File: src/rtl/pulse_generator_pkg.sv
// Shared types and helpers for the trigger-to-gate pulse generator and its
// statistics counters.
package pulse_generator_pkg;

  typedef enum logic [1:0] {
    PG_IDLE    = 2'd0,
    PG_ACTIVE  = 2'd1,
    PG_HOLDOFF = 2'd2
  } pg_state_t;

  // All-ones value of a w-bit counter, used as the saturation ceiling.
  function automatic logic [63:0] sat_max(input int unsigned w);
    if (w >= 64) return '1;
    return (64'd1 << w) - 64'd1;
  endfunction

endpackage

File: src/rtl/sat_counter.sv
// Saturating event counter with synchronous clear; clear has priority over
// increment so a clear is never lost to a simultaneous event.
module sat_counter
  import pulse_generator_pkg::*;
#(
  parameter int W = 16
) (
  input  logic         clk,
  input  logic         rst_n,
  input  logic         inc,
  input  logic         clr,
  output logic [W-1:0] count
);

  localparam logic [W-1:0] MAX_COUNT = W'(sat_max(W));

  logic [W-1:0] count_q;
  logic [W-1:0] count_d;

  always_comb begin
    count_d = count_q;
    if (clr) begin
      count_d = '0;
    end else if (inc && (count_q != MAX_COUNT)) begin
      count_d = count_q + W'(1);
    end
  end

  always_ff @(posedge clk or negedge rst_n) begin
    if (!rst_n) begin
      count_q <= '0;
    end else begin
      count_q <= count_d;
    end
  end

  assign count = count_q;

endmodule

File: src/rtl/pulse_generator.sv
// Stretches single-cycle trigger strobes into fixed-width gate pulses followed
// by a dead time; triggers arriving while busy are rejected and counted.
module pulse_generator
  import pulse_generator_pkg::*;
#(
  parameter int CNT_W     = 16,
  parameter int DROP_W    = 16,
  parameter int RETRIGGER = 0
) (
  input  logic              clk,
  input  logic              rst_n,
  input  logic              trigger,
  input  logic [CNT_W-1:0]  pulse_len,
  input  logic [CNT_W-1:0]  holdoff_len,
  input  logic              clr_drop,
  output logic              pulse_out,
  output logic              busy,
  output logic              dropped,
  output logic [DROP_W-1:0] drop_count
);

  pg_state_t        state_q, state_d;
  logic [CNT_W-1:0] width_q, width_d;
  logic [CNT_W-1:0] hold_q, hold_d;
  logic [CNT_W-1:0] hold_lat_q, hold_lat_d;
  logic             pulse_q, pulse_d;
  logic             busy_q, busy_d;
  logic             dropped_q, dropped_d;
  logic             len_ok;
  logic             reject;

  assign len_ok = (pulse_len != '0);

  // Configuration is only sampled on acceptance, so a pulse in flight runs
  // on its latched width/hold-off regardless of later port changes.
  always_comb begin
    state_d    = state_q;
    width_d    = width_q;
    hold_d     = hold_q;
    hold_lat_d = hold_lat_q;
    reject     = 1'b0;

    case (state_q)
      PG_IDLE: begin
        if (trigger && len_ok) begin
          state_d    = PG_ACTIVE;
          width_d    = pulse_len;
          hold_lat_d = holdoff_len;
        end
      end

      PG_ACTIVE: begin
        if (trigger && (RETRIGGER != 0) && len_ok) begin
          width_d    = pulse_len;
          hold_lat_d = holdoff_len;
        end else begin
          reject = trigger;
          if (width_q == CNT_W'(1)) begin
            width_d = '0;
            if (hold_lat_q != '0) begin
              state_d = PG_HOLDOFF;
              hold_d  = hold_lat_q;
            end else begin
              state_d = PG_IDLE;
            end
          end else begin
            width_d = width_q - CNT_W'(1);
          end
        end
      end

      PG_HOLDOFF: begin
        reject = trigger;
        if (hold_q == CNT_W'(1)) begin
          state_d = PG_IDLE;
          hold_d  = '0;
        end else begin
          hold_d = hold_q - CNT_W'(1);
        end
      end

      default: begin
        state_d = PG_IDLE;
      end
    endcase

    pulse_d   = (state_d == PG_ACTIVE);
    busy_d    = (state_d != PG_IDLE);
    dropped_d = reject;
  end

  // Outputs are decoded from the next state into their own flops so that
  // they come straight off registers with no path from the inputs.
  always_ff @(posedge clk or negedge rst_n) begin
    if (!rst_n) begin
      state_q    <= PG_IDLE;
      width_q    <= '0;
      hold_q     <= '0;
      hold_lat_q <= '0;
      pulse_q    <= 1'b0;
      busy_q     <= 1'b0;
      dropped_q  <= 1'b0;
    end else begin
      state_q    <= state_d;
      width_q    <= width_d;
      hold_q     <= hold_d;
      hold_lat_q <= hold_lat_d;
      pulse_q    <= pulse_d;
      busy_q     <= busy_d;
      dropped_q  <= dropped_d;
    end
  end

  sat_counter #(
    .W(DROP_W)
  ) u_drop_counter (
    .clk   (clk),
    .rst_n (rst_n),
    .inc   (reject),
    .clr   (clr_drop),
    .count (drop_count)
  );

  assign pulse_out = pulse_q;
  assign busy      = busy_q;
  assign dropped   = dropped_q;

endmodule

File: config.mk
export PLATFORM = sky130hd
export DESIGN_NAME = pulse_generator
export DESIGN_NICKNAME = d
export VERILOG_FILES = /design/src/rtl/pulse_generator_pkg.sv /design/src/rtl/sat_counter.sv /design/src/rtl/pulse_generator.sv
export SDC_FILE = /design/constraint.sdc
export NUM_CORES = 1
export LEC_CHECK = 0
export BUFFER_PORTS_ARGS = -buffer_cell sky130_fd_sc_hd__buf_2
export CAP_MARGIN = 20
export CORE_ASPECT_RATIO = 1.5
export CORE_MARGIN = 2
export CORE_UTILIZATION = 56
export DETAILED_ROUTE_END_ITERATION = 12
export HOLD_SLACK_MARGIN = 0.12
export PLACE_DENSITY = 0.85
export SETUP_SLACK_MARGIN = 0.4
export SYNTH_ARGS = -nofsm -noshare
export SYNTH_HDL_FRONTEND = slang
export SYNTH_SLANG_ARGS = --single-unit
File: constraint.sdc
create_clock -name clk -period 3.3 [get_ports clk]
set_input_delay 0.33 -clock clk [delete_from_list [all_inputs] [get_ports clk]]
set_output_delay 0.33 -clock clk [all_outputs]
set_load 0.005 [all_outputs]
### Yosys cells after proc, flatten, opt, wreduce, memory -nomap -nowiden

Index checks and enable logic that the tools add are counted.

* $add $sub $neg: 3
* equality and inequality tests: 9
* muxes and demuxes: 15
* reductions and logical operators: 13

Operator list (number)
* 2-to-1 mux 16 bit: 7
* case mux 16 bit (2 select lines): 2
* equality test 16 x 1 -> 1 bit (second input constant): 2
* nonzero test 16 bit: 2
* subtractor 16 x 1 -> 16 bit (second input constant): 2
* adder 16 x 1 -> 16 bit (second input constant): 1
* inequality test 16 bit (second input constant): 1
* 2-to-1 mux 2 bit: 4
* nonzero test 2 bit: 4
* inequality test 2 bit (second input constant): 3
* case mux 2 bit (3 select lines): 1
* equality test 2 x 1 -> 1 bit (second input constant): 2
* AND reduction 2 bit: 2
* AND reduction 3 bit: 1
* equality test 2 bit (second input constant): 1
* logical AND 1 bit: 2
* zero test 2 bit: 1
* OR reduction 2 bit: 1
* 2-to-1 mux 1 bit: 1

* bits in registers: 69
* bits of input ports: 36
* output and inout port bits: 19
* logic and storage cells: 48

### Logic depth before layout (Yosys ltp)

* word-level depth: 6
* gate-level depth with buffers: 8
* gate-level depth less buffers: 7

### Cells and area by module

Synthesis repeated with hierarchy kept, for this count alone.

* cell total of the unflattened synthesis: 422
* area, all modules: 4052.6 um2

By module, submodules not included
* pulse_generator: instances 1, cells an instance 324, area each 3110.5 um2, seq. area each 1326.3 um2
* sat_counter: instances 1, cells an instance 98, area each 942.2 um2, seq. area each 400.4 um2

### Least setup slack after synthesis

Ideal clock, no wire load.

* path kind: register to register
* from: register width_q[1]
* to: register busy_q, in the netlist busy
* setup time: 0.118 ns
* arrival time: 2.089 ns
* data required time: 3.182 ns
* setup slack: 1.093 ns
* cell stages (with the launch flop): 8
* buffers on the path: 0
* period minus slack after synthesis: 2.207 ns
* cell sequence: dfrtp_1 -> inv_1 -> ha_1 -> or4b_4 -> o41ai_4 -> o221a_1 -> o21ai_2 -> a21o_1

* word-level cells in the longest chain between the ends: 4

RTL lines
* start: declaration: RTL line pulse_generator.sv:23 `logic [CNT_W-1:0] width_q, width_d;`
* start signal: assignment: RTL line pulse_generator.sv:105 `width_q <= width_d;`
* equality test 16 x 1 -> 1 bit: RTL line pulse_generator.sv:58 `if (width_q == CNT_W'(1)) begin`
* 2-to-1 mux 2 bit: RTL line pulse_generator.sv:58
* case mux 2 bit (3 select lines): RTL line pulse_generator.sv:43 `case (state_q)`
* nonzero test 2 bit: RTL line pulse_generator.sv:88 `busy_d = (state_d != PG_IDLE);`
* via busy_d: RTL line pulse_generator.sv:27 `logic busy_q, busy_d;`
* end signal: assignment: RTL line pulse_generator.sv:109 `busy_q <= busy_d;`
* end: declaration: RTL line pulse_generator.sv:27

The timed path passes the listed nets, and every way through them passes these cells.
A chain may end at the register's enable or synchronous reset.

### Worst setup path in the final report

* from: register state_q[1]
* to: register hold_q[15]

* word-level cells in the longest chain between the ends: 3
* elaborated cells between the ends (all ways): 7
* classes of those cells: eq/ne (4); mux (1); reduce/logical (2)

RTL lines
* start: declaration: RTL line pulse_generator.sv:22 `pg_state_t state_q, state_d;`
* start signal: assignment: RTL line pulse_generator.sv:104 `state_q <= state_d;`
* equality test 2 x 1 -> 1 bit / equality test 2 bit (equally long branches): RTL line pulse_generator.sv:43
* inequality test 2 bit (no line) / nonzero test 2 bit (equally long branches)
* AND reduction 3 bit (no line)
* end signal: assignment: RTL line pulse_generator.sv:106 `hold_q <= hold_d;`
* end: declaration: RTL line pulse_generator.sv:24 `logic [CNT_W-1:0] hold_q, hold_d;`

Several ways; a longest one is shown, not always the timed one.

==> impl_metrics.py <==
metrics = {
    "status": {
        "status": "finished, final reports clean",
    },
    "yosys": {
        "yosys.area.top_type": "dfrtp_1",
        "postSynthCellCount": 432,
        "ys_types": 67,
        "ys_warn_count": 0,
        "async_flop_share_pct": 100,
        "yosys-top-cells-count": "dfrtp_1, nor2_1, o21ai_0",
        "syn_area_per_cell_sq_um": 9.48,
        "synth-edff-count": 0,
        "seq_area_frac_synth_pct": 42.2,
        "yosys_register_bits": 69,
        "synth_area_sq_um": 4100,
        "synth_area_leaders": "dfrtp_1, mux2_2, nor2_1, o21ai_0, a22o_1",
        "synth_top_area_share_pct": 42.2,
        "synth.most_common_cell": "dfrtp_1",
        "syn_nets": 477,
        "ys.flop_type": "dfrtp_1",
    },
    "clocking": {
        "cts_buffers": 9,
        "cts_tree": "done",
        "htreeDepth": 3,
        "clock_path_buffers": 2,
        "cts_root_buf": "clkbuf_8",
        "clk_latency_ns": 0.37,
        "cts_setup_buffers": 0,
        "cts.sinks": 69,
        "clk_pin_slew_worst_paths_ns": 0.08,
    },
    "worst_setup_path": {
        "crit_fanout": 15,
        "arrival_ns": 2.99,
        "critPathLaunchType": "register",
        "path_class": "reg2reg",
        "crit_required_ns": 3.56,
        "crit_path_end_kind": "register",
    },
    "floorplan": {
        "ios": 55,
        "die_height_um": 109,
        "initial_core_util_pct": 57.0,
        "design.die.area_sq_um": 8030,
        "die_width_um": 73.8,
        "rows": 38,
        "core_area_sq_um": 7180,
    },
    "pwr": {
        "p_int_uw": 2190,
        "combPwrFrac_pct": 47.3,
        "clkPwrFrac_pct": 15.6,
        "p_leak_uw": 0.00201,
        "p_switching_uw": 1770,
        "power_frac_seq_pct": 37.1,
        "swShare_pct": 44.7,
        "pwr_density_cell_nw_per_um2": 857,
        "ir_drop_v": 0.000540,
    },
    "drt": {
        "wl_mm": 10.3,
        "routedWlPerCell_um": 17.5,
        "drtIter0Drc": 339,
        "dr.pass1.iters": 6,
        "drcViolationCount": 0,
        "viasPerCell": 6.32,
        "via_count": 3714,
        "antenna_left": 0,
    },
    "global_routing": {
        "grt_pass1_vias": 3697,
        "overflow": 0,
        "grt_use_total_pct": 27.4,
        "antenna_found_initial": 0,
        "grt_max_degree": 47,
        "grt_pass1_wl_mm": 16.9,
    },
    "finish": {
        "layout.nets": 528,
        "layout-drive-gt1-share_pct": 23.0,
        "antenna_cells": 0,
        "fin_util_pct": 64.4,
        "area_growth_pct": 12.9,
    },
    "place": {
        "gp_congestion": 0.962,
        "dp_hpwl_mm": 7.35,
        "io_buffer_count": 54,
    },
    "sta": {
        "rsz0062_at_grt": "false",
        "max_slew_margin_pct": 23.1,
        "period_minus_slack_ns": 2.73,
        "finalCritPeriodShare_pct": 82.7,
        "worstMarginPinSlew_ns": 1.14,
        "hold_viol": 0,
        "finalSetupTns_ns": 0,
        "clock-skew-final_ns": 0.0120,
        "drv_slew": 0,
        "final-setup-viol-count": 0,
        "timing.fmax_ghz": 0.367,
    },
    "min_path": {
        "hold_path.class": "in2reg",
    },
    "job": {
        "drv_cap": 0,
    },
}
==> sequential cells by signal (all words and copies together) (netlist names) <==
name                  flops
state_q                   2
hold_q                   16
width_q                  16
dropped                   1
hold_lat_q               16
pulse_out                 1
u_drop_counter.count     16
busy                      1
==> final cells by class <==
class,instances,area [sq um]
clock inverters,6,38.8
inverters,15,56.3
multi-input cells,326,2200
clock buffers,10,128
fillers,597,2560
flip-flops and latches,69,1730
well taps,100,125
repair buffers,62,345
==> cell usage in the layout (no fill, tap or decap), types with 15 or more instances in the layout <==
master	instances
nor3_1	24
buf_2	54
a22o_1	15
nand3_1	15
mux2_2	16
a21oi_1	20
nor4_1	15
dfrtp_1	69
nor2_1	45
inv_1	15
o21ai_0	33
nand2_1	22
==> layer usage <==
metal | up-vias | global-route usage (%) | routed length [um]
met2 | 161 | 46.1 | 5360
met5 | - | 0 | 0
met4 | 0 | 15.7 | 414
li1 | 1719 | - | -
met3 | 46 | 6.93 | 603
met1 | 1788 | 30.9 | 3890
==> metrics by stage <==
| step | area, sq um | std cells | total power, uW | hold WS [ns] | worst slack [ns] |
|---|---|---|---|---|---|
| 2_1_floorplan | 4100 | 432 | 2900 | 0.0344 | 1.09 |
| 3_3_place_gp | 4420 | 570 | 3230 | 0.489 | 0.730 |
| 3_5_place_dp | 4420 | 570 | 3300 | 0.506 | 0.626 |
| 4_1_cts | 4590 | 586 | 3930 | 0.157 | 0.573 |
| 5_1_grt | 4620 | 588 | 4250 | 0.177 | 0.432 |
| 6_report | 4620 | 588 | 3960 | 0.185 | 0.572 |
==> repair_timing <==
item,4_1_cts,5_1_grt
setup endpoints to repair,0,2
resized for setup,0,1
hold buffers,0,1
endpoints found under the hold margin,0,7
==> cell families after synthesis <==
family,count (synthesis),share of synthesized area (%)
mux,18,5.19
xor+xnor,14,2.99
simple gates,176,23.9
flops,69,42.2
buf+inv,37,4.22
fa+ha+maj,9,2.75
compound gates,109,18.8
==> final timing paths <==
kind / slack (ns) / cells after the start / end / startpoint
min: 0.18 / 2 / hold_lat_q[15] / holdoff_len[15]
max: 0.57 / 7 / hold_q[15] / state_q[1]
max in group asynchronous: 2.28 / 4 / hold_lat_q[9] / rst_n
max reg2reg: 0.57 / 7 / hold_q[15] / state_q[1]
min in group asynchronous: 0.35 / 2 / hold_q[3] / rst_n
min reg2reg: 0.51 / 1 / hold_q[9] / hold_q[9]
==> power by group through the flow <==
stage,Sequential [uW],Combinational (uW),Clock (uW)
after global routing,1510,2070,670
after detailed placement,1470,1840,0
after global placement,1450,1780,0
final,1470,1870,617
after floorplan,1360,1540,0
after CTS,1450,1850,630
==> worst max-delay path: stages (launching register included) <==
cell and delay (ns):
dfrtp_1 0.42, inv_1 0.13, ha_1 0.50, nand4b_1 0.32, o31ai_4 0.52, buf_4 0.29
o21ai_0 0.11, a211o_1 0.31
No activity file was read; power rests on OpenSTA's default activity.
